[src/rtl/if_fetch_unit_if.sv]
// Signal bundle between the fetch unit, instruction memory, the redirect source and the IF/ID register.
// The master modport is the fetch unit's view; the slave modport is the surrounding pipeline and memory.
interface if_fetch_unit_if #(
    parameter int unsigned PC_WIDTH    = 8,
    parameter int unsigned INSTR_WIDTH = 32
);
    logic                   imem_req_valid;
    logic                   imem_req_ready;
    logic [PC_WIDTH-1:0]    imem_addr;
    logic                   imem_rsp_valid;
    logic [INSTR_WIDTH-1:0] imem_rsp_data;
    logic                   redirect_valid;
    logic [PC_WIDTH-1:0]    redirect_pc;
    logic                   if_valid;
    logic                   if_ready;
    logic [PC_WIDTH-1:0]    if_pc;
    logic [INSTR_WIDTH-1:0] if_instr;

    modport master (
        output imem_req_valid, imem_addr, if_valid, if_pc, if_instr,
        input  imem_req_ready, imem_rsp_valid, imem_rsp_data,
               redirect_valid, redirect_pc, if_ready
    );

    modport slave (
        input  imem_req_valid, imem_addr, if_valid, if_pc, if_instr,
        output imem_req_ready, imem_rsp_valid, imem_rsp_data,
               redirect_valid, redirect_pc, if_ready
    );
endinterface

[src/rtl/if_fetch_unit.sv]
// Instruction fetch stage: in-order imem reads, tag FIFO for in-flight requests, output buffer to IF/ID.
// Redirects restart fetch and kill in-flight requests, whose late responses are then dropped.
module if_fetch_unit #(
    parameter int unsigned         PC_WIDTH    = 8,
    parameter int unsigned         INSTR_WIDTH = 32,
    parameter logic [PC_WIDTH-1:0] RESET_PC    = '0,
    parameter int unsigned         DEPTH       = 2
) (
    input  logic           clock,
    input  logic           reset,
    if_fetch_unit_if.master bus
);
    localparam int unsigned PTR_W = $clog2(DEPTH);
    localparam int unsigned CNT_W = $clog2(DEPTH + 1);
    localparam int unsigned SUM_W = CNT_W + 1;

    typedef struct packed {
        logic [PC_WIDTH-1:0]    pc;
        logic [INSTR_WIDTH-1:0] instr;
    } buf_entry_t;

    logic [PC_WIDTH-1:0] r_pc;
    logic [PC_WIDTH-1:0] r_tag_pc [DEPTH];
    logic [DEPTH-1:0]    r_tag_live;
    logic [PTR_W-1:0]    r_tag_wptr;
    logic [PTR_W-1:0]    r_tag_rptr;
    logic [CNT_W-1:0]    r_inflight_cnt;
    buf_entry_t          r_buf [DEPTH];
    logic [PTR_W-1:0]    r_buf_wptr;
    logic [PTR_W-1:0]    r_buf_rptr;
    logic [CNT_W-1:0]    r_buf_cnt;

    logic [SUM_W-1:0]    w_occupancy;
    logic                w_req_valid;
    logic                w_req_fire;
    logic                w_rsp_fire;
    logic                w_buf_push;
    logic                w_buf_pop;
    logic                w_buf_nonempty;
    buf_entry_t          w_head;

    // Every slot is either awaiting a response or holding a word, so issue only while one is free.
    assign w_occupancy    = SUM_W'(r_inflight_cnt) + SUM_W'(r_buf_cnt);
    assign w_req_valid    = !reset && !bus.redirect_valid && (w_occupancy < SUM_W'(DEPTH));
    assign w_req_fire     = w_req_valid && bus.imem_req_ready;
    assign w_rsp_fire     = bus.imem_rsp_valid && (r_inflight_cnt != '0);
    assign w_buf_push     = w_rsp_fire && r_tag_live[r_tag_rptr] && !bus.redirect_valid;
    assign w_buf_nonempty = (r_buf_cnt != '0);
    assign w_buf_pop      = w_buf_nonempty && bus.if_ready && !bus.redirect_valid;
    assign w_head         = r_buf[r_buf_rptr];

    assign bus.imem_req_valid = w_req_valid;
    assign bus.imem_addr      = r_pc;
    assign bus.if_valid       = w_buf_nonempty;
    assign bus.if_pc          = w_buf_nonempty ? w_head.pc    : '0;
    assign bus.if_instr       = w_buf_nonempty ? w_head.instr : '0;

    // Control state: PC, tag FIFO pointers/live bits, occupancy counters.
    always_ff @(posedge clock or posedge reset) begin
        if (reset) begin
            r_pc           <= RESET_PC;
            r_tag_live     <= '0;
            r_tag_wptr     <= '0;
            r_tag_rptr     <= '0;
            r_inflight_cnt <= '0;
            r_buf_wptr     <= '0;
            r_buf_rptr     <= '0;
            r_buf_cnt      <= '0;
        end else begin
            if (bus.redirect_valid) begin
                r_pc <= bus.redirect_pc;
            end else if (w_req_fire) begin
                r_pc <= r_pc + PC_WIDTH'(4);
            end

            if (w_req_fire) begin
                r_tag_wptr <= r_tag_wptr + PTR_W'(1);
            end
            if (w_rsp_fire) begin
                r_tag_rptr <= r_tag_rptr + PTR_W'(1);
            end

            // Stale entries keep their slot but lose their live bit so the word is discarded.
            if (bus.redirect_valid) begin
                r_tag_live <= '0;
            end else if (w_req_fire) begin
                r_tag_live[r_tag_wptr] <= 1'b1;
            end

            case ({w_req_fire, w_rsp_fire})
                2'b10:   r_inflight_cnt <= r_inflight_cnt + CNT_W'(1);
                2'b01:   r_inflight_cnt <= r_inflight_cnt - CNT_W'(1);
                default: r_inflight_cnt <= r_inflight_cnt;
            endcase

            if (bus.redirect_valid) begin
                r_buf_cnt  <= '0;
                r_buf_wptr <= '0;
                r_buf_rptr <= '0;
            end else begin
                if (w_buf_push) begin
                    r_buf_wptr <= r_buf_wptr + PTR_W'(1);
                end
                if (w_buf_pop) begin
                    r_buf_rptr <= r_buf_rptr + PTR_W'(1);
                end
                case ({w_buf_push, w_buf_pop})
                    2'b10:   r_buf_cnt <= r_buf_cnt + CNT_W'(1);
                    2'b01:   r_buf_cnt <= r_buf_cnt - CNT_W'(1);
                    default: r_buf_cnt <= r_buf_cnt;
                endcase
            end
        end
    end

    // Payload storage needs no reset; entries are only read while counted valid.
    always_ff @(posedge clock) begin
        if (w_req_fire) begin
            r_tag_pc[r_tag_wptr] <= r_pc;
        end
        if (w_buf_push) begin
            r_buf[r_buf_wptr] <= '{pc: r_tag_pc[r_tag_rptr], instr: bus.imem_rsp_data};
        end
    end
endmodule

[src/flat_wrapper.sv]
// flat-port wrapper written by rule: the top's interface ports become plain ports
module if_fetch_unit_flat 
#(
    parameter int unsigned         PC_WIDTH    = 8,
    parameter int unsigned         INSTR_WIDTH = 32,
    parameter logic [PC_WIDTH-1:0] RESET_PC    = '0,
    parameter int unsigned         DEPTH       = 2
)
  (clock, reset, bus_imem_req_valid, bus_imem_addr, bus_if_valid, bus_if_pc, bus_if_instr, bus_imem_req_ready, bus_imem_rsp_valid, bus_imem_rsp_data, bus_redirect_valid, bus_redirect_pc, bus_if_ready);
  if_fetch_unit_if #(.PC_WIDTH(PC_WIDTH), .INSTR_WIDTH(INSTR_WIDTH)) bus_i ();
  input  logic clock;
  input  logic reset;
  output wire logic [$bits(bus_i.imem_req_valid)-1:0] bus_imem_req_valid;
  output wire logic [$bits(bus_i.imem_addr)-1:0] bus_imem_addr;
  output wire logic [$bits(bus_i.if_valid)-1:0] bus_if_valid;
  output wire logic [$bits(bus_i.if_pc)-1:0] bus_if_pc;
  output wire logic [$bits(bus_i.if_instr)-1:0] bus_if_instr;
  input wire logic [$bits(bus_i.imem_req_ready)-1:0] bus_imem_req_ready;
  input wire logic [$bits(bus_i.imem_rsp_valid)-1:0] bus_imem_rsp_valid;
  input wire logic [$bits(bus_i.imem_rsp_data)-1:0] bus_imem_rsp_data;
  input wire logic [$bits(bus_i.redirect_valid)-1:0] bus_redirect_valid;
  input wire logic [$bits(bus_i.redirect_pc)-1:0] bus_redirect_pc;
  input wire logic [$bits(bus_i.if_ready)-1:0] bus_if_ready;
  assign bus_imem_req_valid = bus_i.imem_req_valid;
  assign bus_imem_addr = bus_i.imem_addr;
  assign bus_if_valid = bus_i.if_valid;
  assign bus_if_pc = bus_i.if_pc;
  assign bus_if_instr = bus_i.if_instr;
  assign bus_i.imem_req_ready = bus_imem_req_ready;
  assign bus_i.imem_rsp_valid = bus_imem_rsp_valid;
  assign bus_i.imem_rsp_data = bus_imem_rsp_data;
  assign bus_i.redirect_valid = bus_redirect_valid;
  assign bus_i.redirect_pc = bus_redirect_pc;
  assign bus_i.if_ready = bus_if_ready;
  if_fetch_unit #(.PC_WIDTH(PC_WIDTH), .INSTR_WIDTH(INSTR_WIDTH), .RESET_PC(RESET_PC), .DEPTH(DEPTH)) u_core (.clock(clock), .reset(reset), .bus(bus_i));
endmodule
[config.mk]
export PLATFORM = sky130hd
export DESIGN_NAME = if_fetch_unit_flat
export DESIGN_NICKNAME = d
export VERILOG_FILES = /design/src/rtl/if_fetch_unit_if.sv /design/src/rtl/if_fetch_unit.sv /design/src/flat_wrapper.sv
export SDC_FILE = /design/constraint.sdc
export NUM_CORES = 1
export LEC_CHECK = 0
export BUFFER_PORTS_ARGS = -buffer_cell sky130_fd_sc_hd__buf_2
export CAP_MARGIN = 15
export CORE_MARGIN = 4
export CORE_UTILIZATION = 45
export CTS_CLUSTER_SIZE = 10
export DETAILED_ROUTE_END_ITERATION = 16
export PLACE_DENSITY_LB_ADDON = 0.15
export SYNTH_ARGS = -nofsm -noshare
export SYNTH_HDL_FRONTEND = slang
export SYNTH_SLANG_ARGS = --single-unit
[constraint.sdc]
create_clock -name clock -period 4.8 [get_ports clock]
set_input_delay 0.96 -clock clock [delete_from_list [all_inputs] [get_ports clock]]
set_output_delay 0.96 -clock clock [all_outputs]
set_load 0.02 [all_outputs]
== After elaboration in Yosys (flattened, before gate mapping) ==
Memory sizes are Yosys's and may differ from the RTL's.
Cells that the tools add are included.

* Bits in registers: 18
* RAM bits: 96
* Output and inout port bits: 50
* Word-level logic and storage cells: 68
* Memories kept: 2

* $add $sub $neg: 10
* Magnitude comparators: 4
* Equal/unequal tests: 4
* Multiplexer cells: 21
* Bitwise logic cells: 1
* Reductions and logical operators: 18

{| class="wikitable"
|+ Memory list
! memory !! words !! bits a word !! read ports !! clocked after Yosys merged registers in !! write ports !! RTL line !! text
|-
| u_core.r_buf || 2 || 40 || 1 || 0 || 1 || if_fetch_unit.sv:28 || <nowiki>buf_entry_t r_buf [DEPTH];</nowiki>
|-
| u_core.r_tag_pc || 2 || 8 || 1 || 0 || 1 || if_fetch_unit.sv:23 || <nowiki>logic [PC_WIDTH-1:0] r_tag_pc [DEPTH];</nowiki>
|}

{| class="wikitable"
|+ Operator list
! cell !! number
|-
| $mux 32 || 1
|-
| $mux 8 || 3
|-
| $reduce_bool 2->1 || 6
|-
| $mux 1 || 11
|-
| $logic_and 1x1->1 || 9
|-
| $add 8x3->8 const B || 1
|-
| $pmux 2 s2 || 2
|-
| $mux 2 || 3
|-
| $add 1x1->1 const B || 4
|-
| $add 2x1->2 const B || 2
|-
| $eq 2x1->1 const B || 2
|-
| $eq 2x2->1 const B || 2
|-
| $lt 1x2->1 const B || 2
|-
| $sub 2x1->2 const B || 2
|-
| $add 2x2->3 || 1
|-
| $lt 3x2->1 const B || 1
|-
| $reduce_bool 3->1 || 1
|-
| $logic_not 1->1 || 2
|-
| $or 2x2->2 || 1
|-
| $demux 1 s1 || 1
|-
| $ge 1x1->1 const B || 1
|}

== Logic depth before layout (Yosys ltp) ==
Gate-level depths: netlist (run 1).

* Depth after elaboration: 7
* Gate-level depth with buffers: 8
* Depth with buffers taken out: 8

== Least setup slack after synthesis (run 1) ==
Ideal clock, no wire load.

* Kind: input to register
* From: input bus_redirect_valid
* To: memory u_core.r_buf[1][0] (netlist name), enable pin
* Setup time: 0.495 ns
* Arrival: 4.345 ns
* Data required time: 4.305 ns
* Slack: -0.041 ns
* Cell stages on the path: 3
* Buffers on the path: 2
* Path through: clkbuf_1 -> buf_1 -> nor3b_1

* Cells in the longest elaborated chain, start to end: 4

{| class="wikitable"
|+ RTL lines
! what !! RTL line !! text
|-
| start, declared || flat_wrapper.sv:21 || <nowiki>input wire logic [$bits(bus_i.redirect_valid)-1:0] bus_redirect_valid;</nowiki>
|-
| $logic_not 1->1 || if_fetch_unit.sv:47 || <nowiki>assign w_buf_push = w_rsp_fire && r_tag_live[r_tag_rptr] && !bus.redirect_valid;</nowiki>
|-
| $logic_and 1x1->1 || if_fetch_unit.sv:47 ||
|-
| $mux 1 || if_fetch_unit.sv:121 || <nowiki>if (w_buf_push) begin</nowiki>
|-
| $mux 1 (not written as such) || if_fetch_unit.sv:122 || <nowiki>r_buf[r_buf_wptr] <= '{pc: r_tag_pc[r_tag_rptr], instr: bus.imem_rsp_data};</nowiki>
|-
| end, declared || if_fetch_unit.sv:28 ||
|}

No other way between the ends.

== Worst setup path in the final report (run 1) ==
* From: register u_core.r_buf_rptr
* To: output bus_if_instr[27]

* Cells in the longest elaborated chain, start to end: 2

{| class="wikitable"
|+ RTL lines
! what !! RTL line !! text
|-
| start, declared || if_fetch_unit.sv:30 || <nowiki>logic [PTR_W-1:0] r_buf_rptr;</nowiki>
|-
| start signal, assigned || if_fetch_unit.sv:105 || <nowiki>r_buf_rptr <= r_buf_rptr + PTR_W'(1);</nowiki>
|-
| $mem_v2 2x40 || n/a ||
|-
| $mux 32 || if_fetch_unit.sv:56 || <nowiki>assign bus.if_instr = w_buf_nonempty ? w_head.instr : '0;</nowiki>
|-
| end, declared || flat_wrapper.sv:17 || <nowiki>output wire logic [$bits(bus_i.if_instr)-1:0] bus_if_instr;</nowiki>
|}

No other way between the ends.

==> run metrics, run 1 <==
status finished clean; worst reg2reg endpoint u_core.r_tag_pc[1][0]; total global routing track utilization 15.04%; synth top area cells edfxtp_1 (64%), dfrtp_1 (9.9%), mux2i_1 (9.3%); # clock sinks 114; post-synthesis cell type count 36; clk slew on worst S/H paths approximately 0.05 ns; Worst-Margin Slew 1.033 ns; fraction of layout cells with a size suffix above 1 between 30% and 40%; Worst Path Class, Setup flop to output port; Post-Syn Area 4529 sq um; Worst path top cell family by delay flip-flops; launching point of the worst reg2reg path u_core.r_buf_cnt[0]; Hold WS slightly above 0.5 ns; fin util 59.08%; Rows 36; final wirelength 8.322 mm; Resize count post-CTS 0; I/O Pins 96; Mapped Cells 291; drt drc 0; Yosys top cell by area edfxtp_1; final hold viol count 0; detailed-route via count 2623; first-pass GRT wire length 13.33 mm; fin crit period between 3 and 4 ns; GR Overflow Total 0; synthesized area per cell 15.56 sq um; number of global-route vias before repair 2680; min-delay worst type flop to flop; final setup violation count 0; Setup crit start kind flop; total CTS buffers 17; Yosys top cell area share 63.65%; CTS tree yes; WP buf/inv 2; Final nets ~440; slowest stage delay, CP 1.04 ns; die width 108.3 um; hold path start u_core.bus.imem_addr[1]; fmax 301.8 MHz; Final Cycle Share roughly 69%; later-pin clock latency in the skew report a little under 0.5 ns; critical path fanouts, max 34; Worst Path Required 3.84 ns; First-pass DRT Iterations 4; Yosys reg bits 114; Data arrival, critical path 2.35 ns; worst r2r path cells 5; Hold Crit Endpoint u_core.r_tag_pc[0][1]; CP Capture Type output port; CP Cell Sequence buf_4 -> mux2i_1 -> nor2_1 -> buf_2; Iter 0 DRT Violations 110; port buffer count 95; clock buffer depth 2; Core ar. 9774 sq um; sequential-to-total area share from yosys stat 73.59%; Starting Density a little under half; worst slack at placement 1.715 ns; WHS Path Cells 0; antenna violations before repair 0; vias per cell 4.848; largest net degree at the start of global routing 43; Avg WL per Cell roughly 15 um; Worst VDD drop 0.2427 mV; PwrDens 470.6 nW/um^2; Root Driver clkbuf_8; Post-CTS Hold Buffers 0; Setup Fix Bufs, Post-CTS 0; Synth-to-Final Area Change 27.49%; Ys Warns 0; Die Footprint 11730 sq um; Slew Limit Fails 0; max-capacitance violation count 0; ANT nets after route 0; hpwl dp 5.262 mm; antenna cells 0; Syn Nets 340; unrepaired setup endpoints after global routing false; leakage 2.200 nW; setup total negative slack 0 ns; slowest CP cell dfrtp_2; GPL Wtd Cong 0.7400; H-tree depth 4; reg2reg setup slack between 1.5 and 2 ns; headroom to the max-slew limit 31.12%; post-route setup slack 1.487 ns; height of the die 108.3 um; clock skew 0.01053 ns
## stage by stage
stage | instances | total power, mW | instance area (sq um)
3_3_place_gp | 509 | 1.476 | 5169
2_1_floorplan | 291 | 1.394 | 4534
6_report | 541 | 2.717 | 5774
3_5_place_dp | 509 | 1.482 | 5169
5_1_grt | 541 | 2.838 | 5774
4_1_cts | 541 | 2.746 | 5774
## area by class of cell
| type | count | area, sq um |
|---|---|---|
| clock buffer | 17 | 414.1 |
| clock inverter | 15 | 191.4 |
| fill | 793 | 4000 |
| inverter | 6 | 22.52 |
| multi-input combinational | 158 | 1147 |
| sequential | 114 | 3334 |
| tap | 133 | 166.4 |
| timing repair buffer | 98 | 498.0 |
## how the worst max path moves through the flow
stage                                  endpoint  slack, ns           startpoint  cells after the start
final                          bus_if_instr[27]       1.49    u_core.r_buf_rptr                      4
after global routing           bus_if_instr[19]       1.32    u_core.r_buf_rptr                      4
after CTS                          bus_if_pc[0]       1.42    u_core.r_buf_rptr                      4
after detailed placement  u_core.r_tag_pc[1][5]       1.72  u_core.r_buf_cnt[0]                      5
after global placement    u_core.r_tag_pc[1][5]       1.85  u_core.r_buf_cnt[0]                      5
after floorplan              u_core.r_buf[0][0]       0.14   bus_redirect_valid                      3
## synth_stat cells, drive strengths merged
master / n
nor2: 50
edfxtp: 96
dfrtp: 18
o21ai: 7
a211o: 1
o31ai: 1
mux2: 11
ha: 2
a41o: 1
nor4b: 2
buf: 4
nor3: 1
nor2b: 1
nor4: 2
nor3b: 2
a31oi: 4
and2: 1
fa: 1
or3: 3
inv: 6
a21oi: 4
mux2i: 42
a211oi: 2
clkbuf: 9
xor2: 2
and3b: 1
nand3: 3
xnor2: 5
nand2b: 1
or4b: 1
or4: 1
nand2: 5
o211ai: 1
## layer usage
metal	vias up	share of wire [%]	global-route usage [%]	wire length [um]
met5	-	0	0	0
met4	0	0.66	4.418	55
met3	5	5.6	5.075	465
met2	74	48	23.53	4015
met1	1250	45	20.15	3786
li1	1294	-	-	-
## power breakdown
part           total (mW)  leakage (nW)  internal [mW]  switching (mW)
logic               0.257         0.828          0.119           0.139
clock network        1.26         0.287          0.837           0.420
registers            1.20          1.09           1.14          0.0607
total                2.72          2.20           2.10           0.620
## registers in the layout, summed over array words and instances, names as in the netlist
signal,count
u_core.r_buf_rptr,1
u_core.r_tag_pc,16
u_core.bus.imem_addr,8
u_core.r_inflight_cnt,2
u_core.r_tag_rptr,1
u_core.r_tag_wptr,1
u_core.r_buf_wptr,1
u_core.r_buf,80
u_core.r_tag_live,2
u_core.r_buf_cnt,2
## cells in the final DEF, fill, tap and decap left out, types with 2 or more instances in the layout
cell / n
edfxtp_1: 96
clkinvlp_4: 4
buf_2: 95
mux2_2: 11
clkbuf_16: 16
dfrtp_1: 17
clkinv_2: 4
buf_4: 3
inv_1: 6
nor2_1: 49
xnor2_1: 5
a21oi_1: 4
o21ai_0: 7
ha_1: 2
nor4_1: 2
mux2i_1: 42
nand2_1: 5
a211oi_1: 2
or3_2: 2
xor2_1: 2
a31oi_1: 4
clkinv_4: 2
nand3_1: 3
bufinv_16: 4
## cell families after synthesis
kind of cell / synth area share (%)
AO/OA/AOI/OAI: 2.845
XOR/XNOR: 1.354
adder cells (fa/ha/maj): 0.9944
buffers and inverters: 1.602
flip-flops: 73.59
multiplexers: 12.02
AND/OR/NAND/NOR: 7.597
(Power assumes the default switching activity.)
==> run 2: changes to the inputs <==
==> constraint.sdc (replaced) <==
create_clock -name clock -period 3.2 [get_ports clock]
set_input_delay 0.64 -clock clock [delete_from_list [all_inputs] [get_ports clock]]
set_output_delay 0.64 -clock clock [all_outputs]
set_load 0.02 [all_outputs]
==> run metrics, run 2 (synthesis gave the netlist of run 1 again) <==
antenna violations before repair 0; Hold WS 0.2722 ns; Worst Path Required ~2.6 ns; Largest register FFs 80; clk slew on worst S/H paths 0.05 ns; min-delay worst type input port to async pin; Worst VDD drop 0.3351 mV; reg2reg setup slack 0.55 ns; register area 3334 sq um; I/O Pins 96; Final Cycle Share 85.10%; # clock sinks 114; final hold viol count 0; GPL Wtd Cong 0.8270; Synth-to-Final Area Change 27.73%; Biggest register u_core.r_buf; max-capacitance violation count 0; most frequent cells in the layout edfxtp_1 (96), buf_2 (95), nor2_1 (49); Resize count post-CTS 0; Slew Limit Fails 0; commonest non-fill, non-tap cell in the layout edfxtp_1; largest net degree at the start of global routing 42; height of the die 108.3 um; Worst Path Class, Setup flop to output port; Setup crit start kind flop; worst r2r path cells 6; Data arrival, critical path ~2.1 ns; worst reg2reg endpoint u_core.r_tag_pc[1][6]; detailed-route via count 2670; leakage 2.210 nW; unrepaired setup endpoints after global routing false; first-pass GRT wire length 13.12 mm; Setup Fix Bufs, Post-CTS 0; WP buf/inv 1; setup total negative slack 0 ns; Final nets about 450; clock buffer depth 2; vias per cell around 4.9; slowest CP cell fa_1; CP Capture Type output port; H-tree depth 4; total global routing track utilization ~15%; drt drc 0; fraction of layout cells with a size suffix above 1 35.52%; later-pin clock latency in the skew report 0.50 ns; launching point of the worst reg2reg path u_core.r_buf_cnt[0]; critical path fanouts, max 6; Starting Density 46.34%; Iter 0 DRT Violations 95; slowest stage delay, CP 0.49 ns; Worst path top cell family by delay adder cells; Post-CTS Hold Buffers 0; fmax 367.2 MHz; ANT nets after route 0; Root Driver clkbuf_8; total CTS buffers 17; GR Overflow Total 0; final wirelength ~8.3 mm; antenna cells 0; Avg WL per Cell 15.29 um; number of global-route vias before repair 2805; port buffer count 95; final setup violation count 0; CTS tree yes; clock skew 0.006218 ns; Die Footprint 11730 sq um; hpwl dp about 5.3 mm; First-pass DRT Iterations 7; headroom to the max-slew limit 51.74%; Core ar. 9774 sq um; Worst-Margin Slew 0.7212 ns; fin crit period 2.723 ns; FILL cells 804; die width 108.3 um; area of the multi-input gates 1154 sq um; CP Cell Sequence and2_1 -> fa_1 -> nor4_1 -> buf_2; PwrDens 698.1 nW/um^2; status finished clean; Rows 36
## run 2: worst max-delay path by stage
stage	start	to	cells past startpoint
after floorplan	bus_imem_rsp_valid	u_core.r_buf[1][0]	4
final	u_core.r_buf_cnt[0]	bus_imem_req_valid	4
after global placement	u_core.r_buf_cnt[0]	u_core.r_tag_pc[1][5]	6
after detailed placement	u_core.r_buf_cnt[0]	u_core.r_tag_pc[1][4]	6
after global routing	u_core.r_buf_cnt[0]	bus_imem_req_valid	4
after CTS	u_core.r_buf_cnt[0]	bus_imem_req_valid	4
## run 2: layout make-up
cell class	instances	area share, %
flip-flops and latches	114	57.63
multi-input cells	158	19.94
repair buffers	101	8.997
clock buffers	19	7.288
clock inverters	13	2.876
well taps	133	2.876
inverters	6	0.3893
## run 2: where the power goes
part	switching, mW	leakage (nW)	internal [mW]
clock network	0.596	0.284	1.25
registers	0.0884	1.09	1.71
logic	0.212	0.840	0.182
total	0.897	2.21	3.14
## run 2: metrics by stage
| step | cells | utilization [%] | worst slack [ns] | total power, mW | area (sq um) |
|---|---|---|---|---|---|
| after floorplan | 291 | - | 0.07464 | 2.091 | 4539 |
| after global placement | 512 | 53.17 | 0.5942 | 2.215 | 5197 |
| after detailed placement | 512 | 53.17 | 0.5353 | 2.226 | 5197 |
| after CTS | 544 | 59.19 | 0.4335 | 4.084 | 5786 |
| after global routing | 544 | 59.19 | 0.3482 | 4.201 | 5786 |
| final | 544 | 59.19 | 0.4769 | 4.039 | 5786 |
## run 2: layer usage
metal / vias to the layer above / GRT usage, % / routed length (um)
li1: 1294 / - / -
met1: 1279 / 17.86 / 3536
met2: 85 / 24.96 / 4106
met3: 12 / 5.254 / 582
met4: 0 / 6.673 / 95
met5: - / 0 / 0
==> run 3: changes to the inputs <==
--- a/config.mk
+++ b/config.mk
@@ -5,6 +5,7 @@
 export SDC_FILE = /design/constraint.sdc
 export NUM_CORES = 1
 export LEC_CHECK = 0
+export ABC_AREA = 1
 export BUFFER_PORTS_ARGS = -buffer_cell sky130_fd_sc_hd__buf_2
 export CAP_MARGIN = 15
 export CORE_MARGIN = 4
==> run metrics, run 3 <==
status finished clean; GPL Wtd Cong around 0.76; Worst Path Required 2.56 ns; H-tree depth 4; post-synthesis cell type count 28; Starting Density 46.54%; fmax 367.4 MHz; total CTS buffers 17; hpwl dp 5.750 mm; final hold viol count 0; Ys Warns 0; Setup crit start kind flop; Mapped Cells 384; commonest cells in the netlist nand2_1 (144), edfxtp_1 (96), a21oi_1 (43); synthesized area per cell between 10 and 15 sq um; Final Cycle Share 85.05%; CP Capture Type output port; # clock sinks 114; Yosys reg bits 114; synth top area cells edfxtp_1 (63%), nand2_1 (12%), dfrtp_1 (9.8%); Data arrival, critical path 2.08 ns; antenna violations before repair 0; fraction of layout cells with a size suffix above 1 30.42%; number of synthesized flops with an enable pin 96; Rows 36; multiplexer share of the synthesized area 0%; I/O Pins 96; Setup Fix Bufs, Post-CTS 0; Root Driver clkbuf_8; Largest register FFs 80; total global routing track utilization 15.70%; Post-Synth Adder-Cell Area 0.9812%; Avg WL per Cell 13.81 um; simple-gate portion of the synthesized area 16.87%; max-capacitance violation count 0; most frequent cells in the layout nand2_1 (144), edfxtp_1 (96), buf_2 (95); Post-Syn Area roughly 4600 sq um; clock skew 0.008861 ns; PwrDens 731.3 nW/um^2; antenna cells 0; Slew Limit Fails 0; ANT nets after route 0; First-pass DRT Iterations 5; min-delay worst type input port to async pin; final std cell area, no fill 5787 sq um; Worst Path Class, Setup flop to output port; first-pass GRT wire length 13.93 mm; Core ar. 9864 sq um; port buffer count 95; sequential-to-total area share from yosys stat 72.61%; Iter 0 DRT Violations 131; main combinational cell family by area after synthesis simple AND/OR/NAND/NOR gates; Area after DPL about 5200 sq um; Post-CTS Hold Buffers 0; Yosys top cell area share 62.80%; fin crit period around 2.7 ns; Syn Nets 433; final setup violation count 0; commonest non-fill, non-tap cell in the layout nand2_1; CTS tree yes; Main synth FF type edfxtp_1; Synth async-reset ratio 15.79%; XOR/XNOR share of the synthesized area less than 1%; height of the die 109 um; critical path fanouts, max 27; Compound-Gate Fraction of Synth Area 5.233%; clk slew on worst S/H paths roughly 0.050 ns; clock buffer depth 2; GR Overflow Total 0; Worst-Margin Slew roughly 0.73 ns; Yosys top cell by area edfxtp_1; vias per cell 4.772; Die Footprint 11880 sq um; Resize count post-CTS 0; leakage 2.490 nW; later-pin clock latency in the skew report 0.51 ns; Final nets 539; most common cell in the synthesized netlist nand2_1; setup total negative slack 0 ns; number of global-route vias before repair approximately 3000; detailed-route via count between 3000 and 4000; Synth-to-Final Area Change 26.06%; final wirelength 8.786 mm; drt drc 0; Biggest register u_core.r_buf; Hold WS approximately 0.017 ns; Worst VDD drop 0.4276 mV; die width approximately 110 um; unrepaired setup endpoints after global routing false; headroom to the max-slew limit 51.33%; largest net degree at the start of global routing 43
-- run 3: cell count changes in the layout (fill, tap and decap cells not counted), moves of 3 or more --
cell	previous run	this run
nor2_1	49	8
nand3_1	3	11
mux2_2	11	0
inv_2	0	5
nor2_4	1	4
nand2_2	0	5
o21ai_0	7	2
inv_1	6	13
nand4_1	0	3
a31oi_1	4	0
a21oi_1	4	43
mux2i_1	42	0
nand2_1	5	144
-- run 3: routing by layer --
layer	share of wire (%)	global-route usage (%)	up-vias
met4	1.2	5.140	0
met1	44	19.41	1408
met3	6.7	5.329	11
li1	-	-	1531
met2	49	25.96	85
met5	0	0	-
-- run 3: metrics by stage --
| stage | worst slack (ns) | total power [mW] | cells | util [%] |
|---|---|---|---|---|
| 2_1_floorplan | 0.02542 | 2.315 | 384 | - |
| 3_5_place_dp | 0.8201 | 2.538 | 604 | 53.01 |
| 6_report | 0.4785 | 4.232 | 636 | 58.66 |
| 5_1_grt | 0.3345 | 4.437 | 636 | 58.66 |
| 3_3_place_gp | 0.8569 | 2.520 | 604 | 53.01 |
| 4_1_cts | 0.4245 | 4.279 | 636 | 58.66 |
-- run 3: worst paths after layout --
path / startpoint / to / slack, ns / cells past startpoint
worst max-delay path: u_core.r_buf_cnt[1] / bus_if_instr[2] / 0.48 / 4
worst min-delay path: reset / u_core.r_inflight_cnt[0] / 0.02 / 2
worst max register to register: u_core.r_tag_rptr / u_core.r_buf[0][4] / 0.89 / 8
worst min register to register: u_core.r_tag_live[0] / u_core.r_tag_live[0] / 0.50 / 2
max in group asynchronous: reset / u_core.r_tag_rptr / 2.72 / 3
min in group clock: bus_imem_rsp_data[10] / u_core.r_buf[0][10] / 0.32 / 1
-- run 3: layout make-up --
cell class              instances  area (sq um)
clock buffers                  18         417.9
clock inverters                14         140.1
fillers                       822          4078
inverters                      18         67.56
multi-input cells             236          1126
flip-flops and latches        114          3333
well taps                     133         166.4
repair buffers                103         535.5
-- run 3: power breakdown --
part	internal [mW]	switching (mW)
Combinational	0.230	0.454
Clock	1.10	0.637
Sequential	1.72	0.0934
Total	3.05	1.18
-- run 3: critical path, cell delays in order, from the launching register on --
cell and delay (ns):
dfrtp_1 0.46, nor2_4 0.59, buf_4 0.28, a21oi_1 0.06
buf_2 0.16
-- run 3: kinds of logic after synthesis --
| kind of cell | Yosys count |
|---|---|
| and+or+nand+nor | 181 |
| DFF | 114 |
| AOI/OAI and AO/OA | 47 |
| buffers and inverters | 34 |
| xor gates and xnor gates | 5 |
| adders and majority gates | 3 |
